[src/rtl/flash_sample_sequencer_pkg.sv]
// Purpose : shared types and defaults for the flash audio sample sequencer.
// Latency : n/a (declarations only).
// Backpressure: n/a.
// Contents: sequencer state enum, address-width/region defaults, 16-bit signed sample type.
package flash_seq_pkg;

    localparam int ADDR_W_DEF = 23;
    localparam logic [22:0] FIRST_ADDR_DEF = 23'h000000;
    localparam logic [22:0] LAST_ADDR_DEF  = 23'h07FFFF;

    typedef enum logic [2:0] {
        IDLE    = 3'd0,
        REQ     = 3'd1,
        SAMP0   = 3'd2,
        SAMP1   = 3'd3,
        ADVANCE = 3'd4
    } state_t;

    typedef logic signed [15:0] sample_t;

endpackage

[src/rtl/flash_sample_sequencer_addr_wrap_counter.sv]
// Purpose : loadable up/down word-address counter with inclusive wrap bounds [FIRST, LAST].
// Latency : count updates on the edge after en/load_first/load_last.
// Backpressure: none; loads take priority over counting, load_first over load_last.
// Ports: clk, reset (sync, active-high), en (step), up (1 = +1, 0 = -1),
//        load_first / load_last (jump to a bound), count (current address).
module addr_wrap_counter #(
    parameter int           W     = 23,
    parameter logic [W-1:0] FIRST = '0,
    parameter logic [W-1:0] LAST  = '1
) (
    input  logic         clk,
    input  logic         reset,
    input  logic         en,
    input  logic         up,
    input  logic         load_first,
    input  logic         load_last,
    output logic [W-1:0] count
);

    localparam logic [W-1:0] ONE = {{(W-1){1'b0}}, 1'b1};

    always_ff @(posedge clk) begin
        if (reset) begin
            count <= FIRST;
        end else if (load_first) begin
            count <= FIRST;
        end else if (load_last) begin
            count <= LAST;
        end else if (en) begin
            if (up) begin
                count <= (count == LAST) ? FIRST : count + ONE;
            end else begin
                count <= (count == FIRST) ? LAST : count - ONE;
            end
        end
    end

endmodule

[src/rtl/flash_sample_sequencer.sv]
// Purpose : fetches 32-bit words from flash via the read FSM and plays them out as two 16-bit samples.
// Latency : sample_valid/audio_sample one cycle after a qualifying sample_tick; fsm_stim drops the cycle after read_done.
// Backpressure: fsm_stim is a level held until read_done; ticks arriving while no word is ready are dropped.
// Ports: clk, reset (sync, active-high), sample_tick, play_en, direction, restart, read_done, flash_data
//        -> fsm_stim, flash_addr, audio_sample, sample_valid [, rd_timeout].
// Optional: define FLASH_SEQ_TIMEOUT_EN to add the REQ watchdog (TIMEOUT_CYCLES) and the sticky rd_timeout port.
module flash_sample_sequencer
    import flash_seq_pkg::*;
#(
    parameter int                ADDR_W     = ADDR_W_DEF,
    parameter logic [ADDR_W-1:0] FIRST_ADDR = FIRST_ADDR_DEF,
    parameter logic [ADDR_W-1:0] LAST_ADDR  = LAST_ADDR_DEF
`ifdef FLASH_SEQ_TIMEOUT_EN
    , parameter int              TIMEOUT_CYCLES = 1024
`endif
) (
    input  logic              clk,
    input  logic              reset,
    input  logic              sample_tick,
    input  logic              play_en,
    input  logic              direction,
    input  logic              restart,
    input  logic              read_done,
    input  logic [31:0]       flash_data,
    output logic              fsm_stim,
    output logic [ADDR_W-1:0] flash_addr,
    output sample_t           audio_sample,
    output logic              sample_valid
`ifdef FLASH_SEQ_TIMEOUT_EN
    , output logic            rd_timeout
`endif
);

    state_t      state;
    logic [31:0] word;
    logic        word_fwd;      // direction captured with the word; fixes half order and advance sense
    logic        restart_pend;  // restart seen during REQ, applied when the read completes
    logic        restart_fwd;   // direction sampled with the pending restart

    logic        do_restart;
    logic        restart_to_first;
    logic        adv_en;
    logic        lock;          // blocks leaving IDLE after a watchdog error
    logic        timeout_hit;

    always_comb begin
        do_restart       = 1'b0;
        restart_to_first = direction;
        adv_en           = 1'b0;
        case (state)
            REQ: begin
                // A restart during REQ never aborts the handshake; it lands on read_done.
                if (read_done && (restart || restart_pend)) begin
                    do_restart       = 1'b1;
                    restart_to_first = restart ? direction : restart_fwd;
                end
            end
            ADVANCE: begin
                do_restart = restart;
                adv_en     = !restart;
            end
            default: do_restart = restart;
        endcase
    end

    addr_wrap_counter #(
        .W     (ADDR_W),
        .FIRST (FIRST_ADDR),
        .LAST  (LAST_ADDR)
    ) u_addr (
        .clk        (clk),
        .reset      (reset),
        .en         (adv_en),
        .up         (word_fwd),
        .load_first (do_restart && restart_to_first),
        .load_last  (do_restart && !restart_to_first),
        .count      (flash_addr)
    );

`ifdef FLASH_SEQ_TIMEOUT_EN
    localparam int TO_W = $clog2(TIMEOUT_CYCLES + 1);

    logic [TO_W-1:0] to_cnt;

    // Counts cycles spent in REQ; hits on the TIMEOUT_CYCLES-th edge without read_done.
    assign timeout_hit = (state == REQ) && !read_done && (to_cnt == TO_W'(TIMEOUT_CYCLES - 1));
    assign lock        = rd_timeout;

    always_ff @(posedge clk) begin
        if (reset) begin
            to_cnt     <= '0;
            rd_timeout <= 1'b0;
        end else begin
            if (state != REQ || read_done) begin
                to_cnt <= '0;
            end else begin
                to_cnt <= to_cnt + TO_W'(1);
            end
            if (timeout_hit) begin
                rd_timeout <= 1'b1;
            end
        end
    end
`else
    assign timeout_hit = 1'b0;
    assign lock        = 1'b0;
`endif

    always_ff @(posedge clk) begin
        if (reset) begin
            state        <= IDLE;
            fsm_stim     <= 1'b0;
            audio_sample <= '0;
            sample_valid <= 1'b0;
            word         <= '0;
            word_fwd     <= 1'b1;
            restart_pend <= 1'b0;
            restart_fwd  <= 1'b1;
        end else begin
            sample_valid <= 1'b0;
            if (do_restart) begin
                // Address reload happens in the counter; the latched word is dropped here.
                word         <= '0;
                restart_pend <= 1'b0;
                if (play_en && !lock) begin
                    state    <= REQ;
                    fsm_stim <= 1'b1;
                end else begin
                    state    <= IDLE;
                    fsm_stim <= 1'b0;
                end
            end else begin
                case (state)
                    IDLE: begin
                        if (play_en && !lock) begin
                            state    <= REQ;
                            fsm_stim <= 1'b1;
                        end
                    end
                    REQ: begin
                        if (read_done) begin
                            word     <= flash_data;
                            word_fwd <= direction;
                            fsm_stim <= 1'b0;
                            state    <= SAMP0;
                        end else if (timeout_hit) begin
                            fsm_stim     <= 1'b0;
                            restart_pend <= 1'b0;
                            state        <= IDLE;
                        end else if (restart) begin
                            restart_pend <= 1'b1;
                            restart_fwd  <= direction;
                        end
                    end
                    SAMP0: begin
                        if (sample_tick && play_en) begin
                            audio_sample <= word_fwd ? sample_t'(word[15:0]) : sample_t'(word[31:16]);
                            sample_valid <= 1'b1;
                            state        <= SAMP1;
                        end
                    end
                    SAMP1: begin
                        if (sample_tick && play_en) begin
                            audio_sample <= word_fwd ? sample_t'(word[31:16]) : sample_t'(word[15:0]);
                            sample_valid <= 1'b1;
                            state        <= ADVANCE;
                        end
                    end
                    ADVANCE: begin
                        if (play_en && !lock) begin
                            state    <= REQ;
                            fsm_stim <= 1'b1;
                        end else begin
                            state    <= IDLE;
                            fsm_stim <= 1'b0;
                        end
                    end
                    default: begin
                        state    <= IDLE;
                        fsm_stim <= 1'b0;
                    end
                endcase
            end
        end
    end

endmodule

[config.mk]
export PLATFORM = sky130hd
export DESIGN_NAME = flash_sample_sequencer
export DESIGN_NICKNAME = d
export VERILOG_FILES = /design/src/rtl/flash_sample_sequencer_pkg.sv /design/src/rtl/flash_sample_sequencer_addr_wrap_counter.sv /design/src/rtl/flash_sample_sequencer.sv
export SDC_FILE = /design/constraint.sdc
export NUM_CORES = 1
export LEC_CHECK = 0
export BUFFER_PORTS_ARGS = -buffer_cell sky130_fd_sc_hd__buf_2
export CAP_MARGIN = 40
export CORE_MARGIN = 5
export CORE_UTILIZATION = 51
export DETAILED_ROUTE_END_ITERATION = 10
export PLACE_DENSITY = 0.83
export SKIP_CTS_REPAIR_TIMING = 1
export SLEW_MARGIN = 20
export SYNTH_ARGS = -nofsm -noshare
export SYNTH_HDL_FRONTEND = slang
export SYNTH_SLANG_ARGS = --single-unit
export TNS_END_PERCENT = 10
[constraint.sdc]
create_clock -name clk -period 2.19 [get_ports clk]
set_input_delay 0.438 -clock clk [delete_from_list [all_inputs] [get_ports clk]]
set_output_delay 0.438 -clock clk [all_outputs]
set_load 0.02 [all_outputs]
==> metrics <==
violated checks negative setup slack; Slew Limit Fails 0; vias in the first global route 4688; Initial Util 51.5%; vias 4925; Detail Placement HPWL 10000 um; synthesized netlist cell count 573; Post-synth EDFFs 0; ys async rst share 0%; Setup CP Type reg2reg; area grow syn2layout 31.2%; CTS tree built; Syn Nets 615; Max Cap Viol 0; yosys warns 0; top post-synthesis cells by area dfxtp_1, nand2_1, a21oi_1; slowest cell on the critical path or4_4; Die Height 103 um; initial antenna violation count 0; startpoint types register; top_reg_cell synth dfxtp_1; Total Power 3.87 mW; register bit total from synthesis 79; Syn Area/Cell 7.69 um2; die area 10600 um2; PD cells 670 nW/um2; reg-to-reg setup timing slack -0.21 ns; Req. time, crit path 2.50 ns; fmax 417 MHz; worst-margin pin slew 0.598 ns; IO Pins 80; grt ovf 0; GR Util All Layers 26.1%; Layout Nets 750; count of final setup violators 17; CP max stage delay 0.59 ns; Synth Cell Area 4410 um2; Crit Path Max Fanout 5; Port Buffers 79; Non-Filler Instances 821; run status finished, violations left; largest area contributor in the synthesized netlist dfxtp_1; most frequent cell on the critical path or4_4; placed inst area 5480 um2; first-pass GRT wire length 22200 um; Crit. End Element register; Routed Antenna Nets 0; gpl congestion 0.983; WL final 13800 um; row count 34; RSZ-0062 raised after global routing yes; number of distinct library cells after synthesis 68; post-synth top area share 35.9%; Core ar. 8550 um2; root buffer cell clkbuf_8; Final Instance Area 5780 um2; Max Buffers Root-to-Sink 2; clock-pin slew of the registers on the worst-case setup and hold paths 0.09 ns; Ant. Diodes 0; fin crit share 110%; number of vias per cell 6.00; peak supply drop 381 uV; Pleak 2.27 nW; CP Cell Sequence or4_4 -> or3_4 -> or4_4 -> and3_1 -> a21oi_2 -> o221a_1; Num CTS Buffers 9; Setup WS post-layout -0.210 ns; drt wl/cell 16.9 um; HP Class in2reg; Place WS -0.249 ns; final hold viol count 0; clk_skew 0.00729 ns; Iter 0 DRT Violations 299; slew margin rel. 60.1%; Clock Latency Late Sink 0.36 ns; CP Data Arrival Time 2.71 ns; drc violations 0; TritonRoute pass-1 iters 5; share of cells above drive strength 1 32.3%; maximum number of pins on one net before global-route repair 35; dpl cells 802; sequential area share after synthesis 35.9%; H-tree levels 3; Die Wd 103 um; clk sinks 79; final critical-path required period 2.40 ns
[metrics by stage]
stage	hold WS (ns)	TNS, ns	utilization [%]
after floorplan	0.436	-2.39	-
after global placement	0.441	-1.61	64.1
after detailed placement	0.447	-2.35	64.1
after CTS	0.299	-2.92	66.3
after global routing	0.295	-3.01	67.6
final	0.311	-1.70	67.6
[sequential cells by signal, summed over array words and instances (netlist names)]
signal and cells:
audio_sample 16, fsm_stim 1, restart_fwd 1, restart_pend 1, sample_valid 1, state 3, u_addr.count 23, word 32
word_fwd 1
[area by class of cell]
class,instances,area (um2)
fillers,724,2770
clock buffers,9,124
repair buffers,170,1120
clock inverters,7,63.8
multi-input cells,437,2710
well taps,108,135
inverters,11,41.3
flip-flops and latches,79,1590
[worst max-delay path, delay by kind of cell (launching register included)]
| kind | cells | cell delay, ns |
|---|---|---|
| flops | 1 | 0.32 |
| simple gates | 4 | 1.75 |
| compound gates | 2 | 0.28 |
[placed cells by master (no fill, tap or decap), types with 4 or more instances in the layout]
master	count
dfxtp_1	71
mux2i_1	16
buf_2	79
o21ai_1	4
nand2_1	93
buf_4	87
a31oi_1	5
a211oi_1	21
nor4_1	6
or3_1	5
nand4_1	7
o31ai_1	5
xnor2_1	10
and3_1	8
a21oi_1	53
nor2_1	48
xor2_1	8
nor3_1	14
a21oi_2	6
o21ai_0	23
dfxtp_2	8
inv_1	10
nand3_1	20
clkbuf_8	9
[synth_stat cells (2+ instances only)]
| cell | n |
|---|---|
| nor4b_1 | 2 |
| nor4_1 | 9 |
| o221ai_1 | 3 |
| ha_1 | 3 |
| nand3_1 | 20 |
| and4_1 | 2 |
| o211ai_1 | 2 |
| inv_1 | 11 |
| nor2b_1 | 3 |
| or4_4 | 2 |
| a221oi_1 | 4 |
| o21ai_0 | 26 |
| nor2_1 | 48 |
| a22oi_1 | 2 |
| o22ai_1 | 2 |
| o221a_2 | 2 |
| nor4b_2 | 2 |
| a311oi_1 | 3 |
| mux2i_1 | 16 |
| xnor2_1 | 11 |
| nand2_1 | 93 |
| dfxtp_1 | 79 |
| nand4_1 | 7 |
| a211oi_1 | 22 |
| o31ai_1 | 6 |
| and2_1 | 3 |
| clkbuf_1 | 31 |
| o21a_1 | 3 |
| nor3_1 | 14 |
| a21oi_1 | 56 |
| xor2_1 | 8 |
| o31a_1 | 2 |
| o311a_1 | 3 |
| or2_2 | 2 |
| or3_1 | 6 |
| buf_2 | 9 |
| a31oi_1 | 6 |
| a32oi_1 | 3 |
| and3_1 | 8 |
| buf_6 | 2 |
| or4_1 | 4 |
| a311o_1 | 2 |
| buf_1 | 4 |
| a21oi_2 | 3 |
[routing by layer]
metal  track usage (%)  wire length (um)
met3              6.09              1100
met1              32.0              5550
met5                 0                 0
met2              44.3              6790
met4              10.4               399
[cell families after synthesis]
family                   count (synthesis)  synth area share [%]
AO/OA/AOI/OAI                          162                  24.0
XOR/XNOR                                19                  3.78
adder cells (fa/ha/maj)                  3                 0.852
flip-flops                              79                  35.9
AND/OR/NAND/NOR                        237                  26.4
multiplexers                            16                  3.64
buffers and inverters                   57                  5.45
[where the power goes]
| group | internal, mW | leakage (nW) | total, mW | switching (mW) |
|---|---|---|---|---|
| Combinational | 0.538 | 1.54 | 1.23 | 0.695 |
| Sequential | 1.52 | 0.645 | 1.59 | 0.0715 |
| Clock | 0.435 | 0.0899 | 1.05 | 0.611 |
| Total | 2.49 | 2.27 | 3.87 | 1.38 |
[final timing paths]
check                                       from               to  cells past startpoint
worst max-delay path            u_addr.count[19]  u_addr.count[8]                      6
worst min-delay path              flash_data[22]         word[22]                      3
worst max register to register  u_addr.count[19]  u_addr.count[8]                      6
worst min register to register          word[13]         word[13]                      2
(Power assumes the default switching activity.)
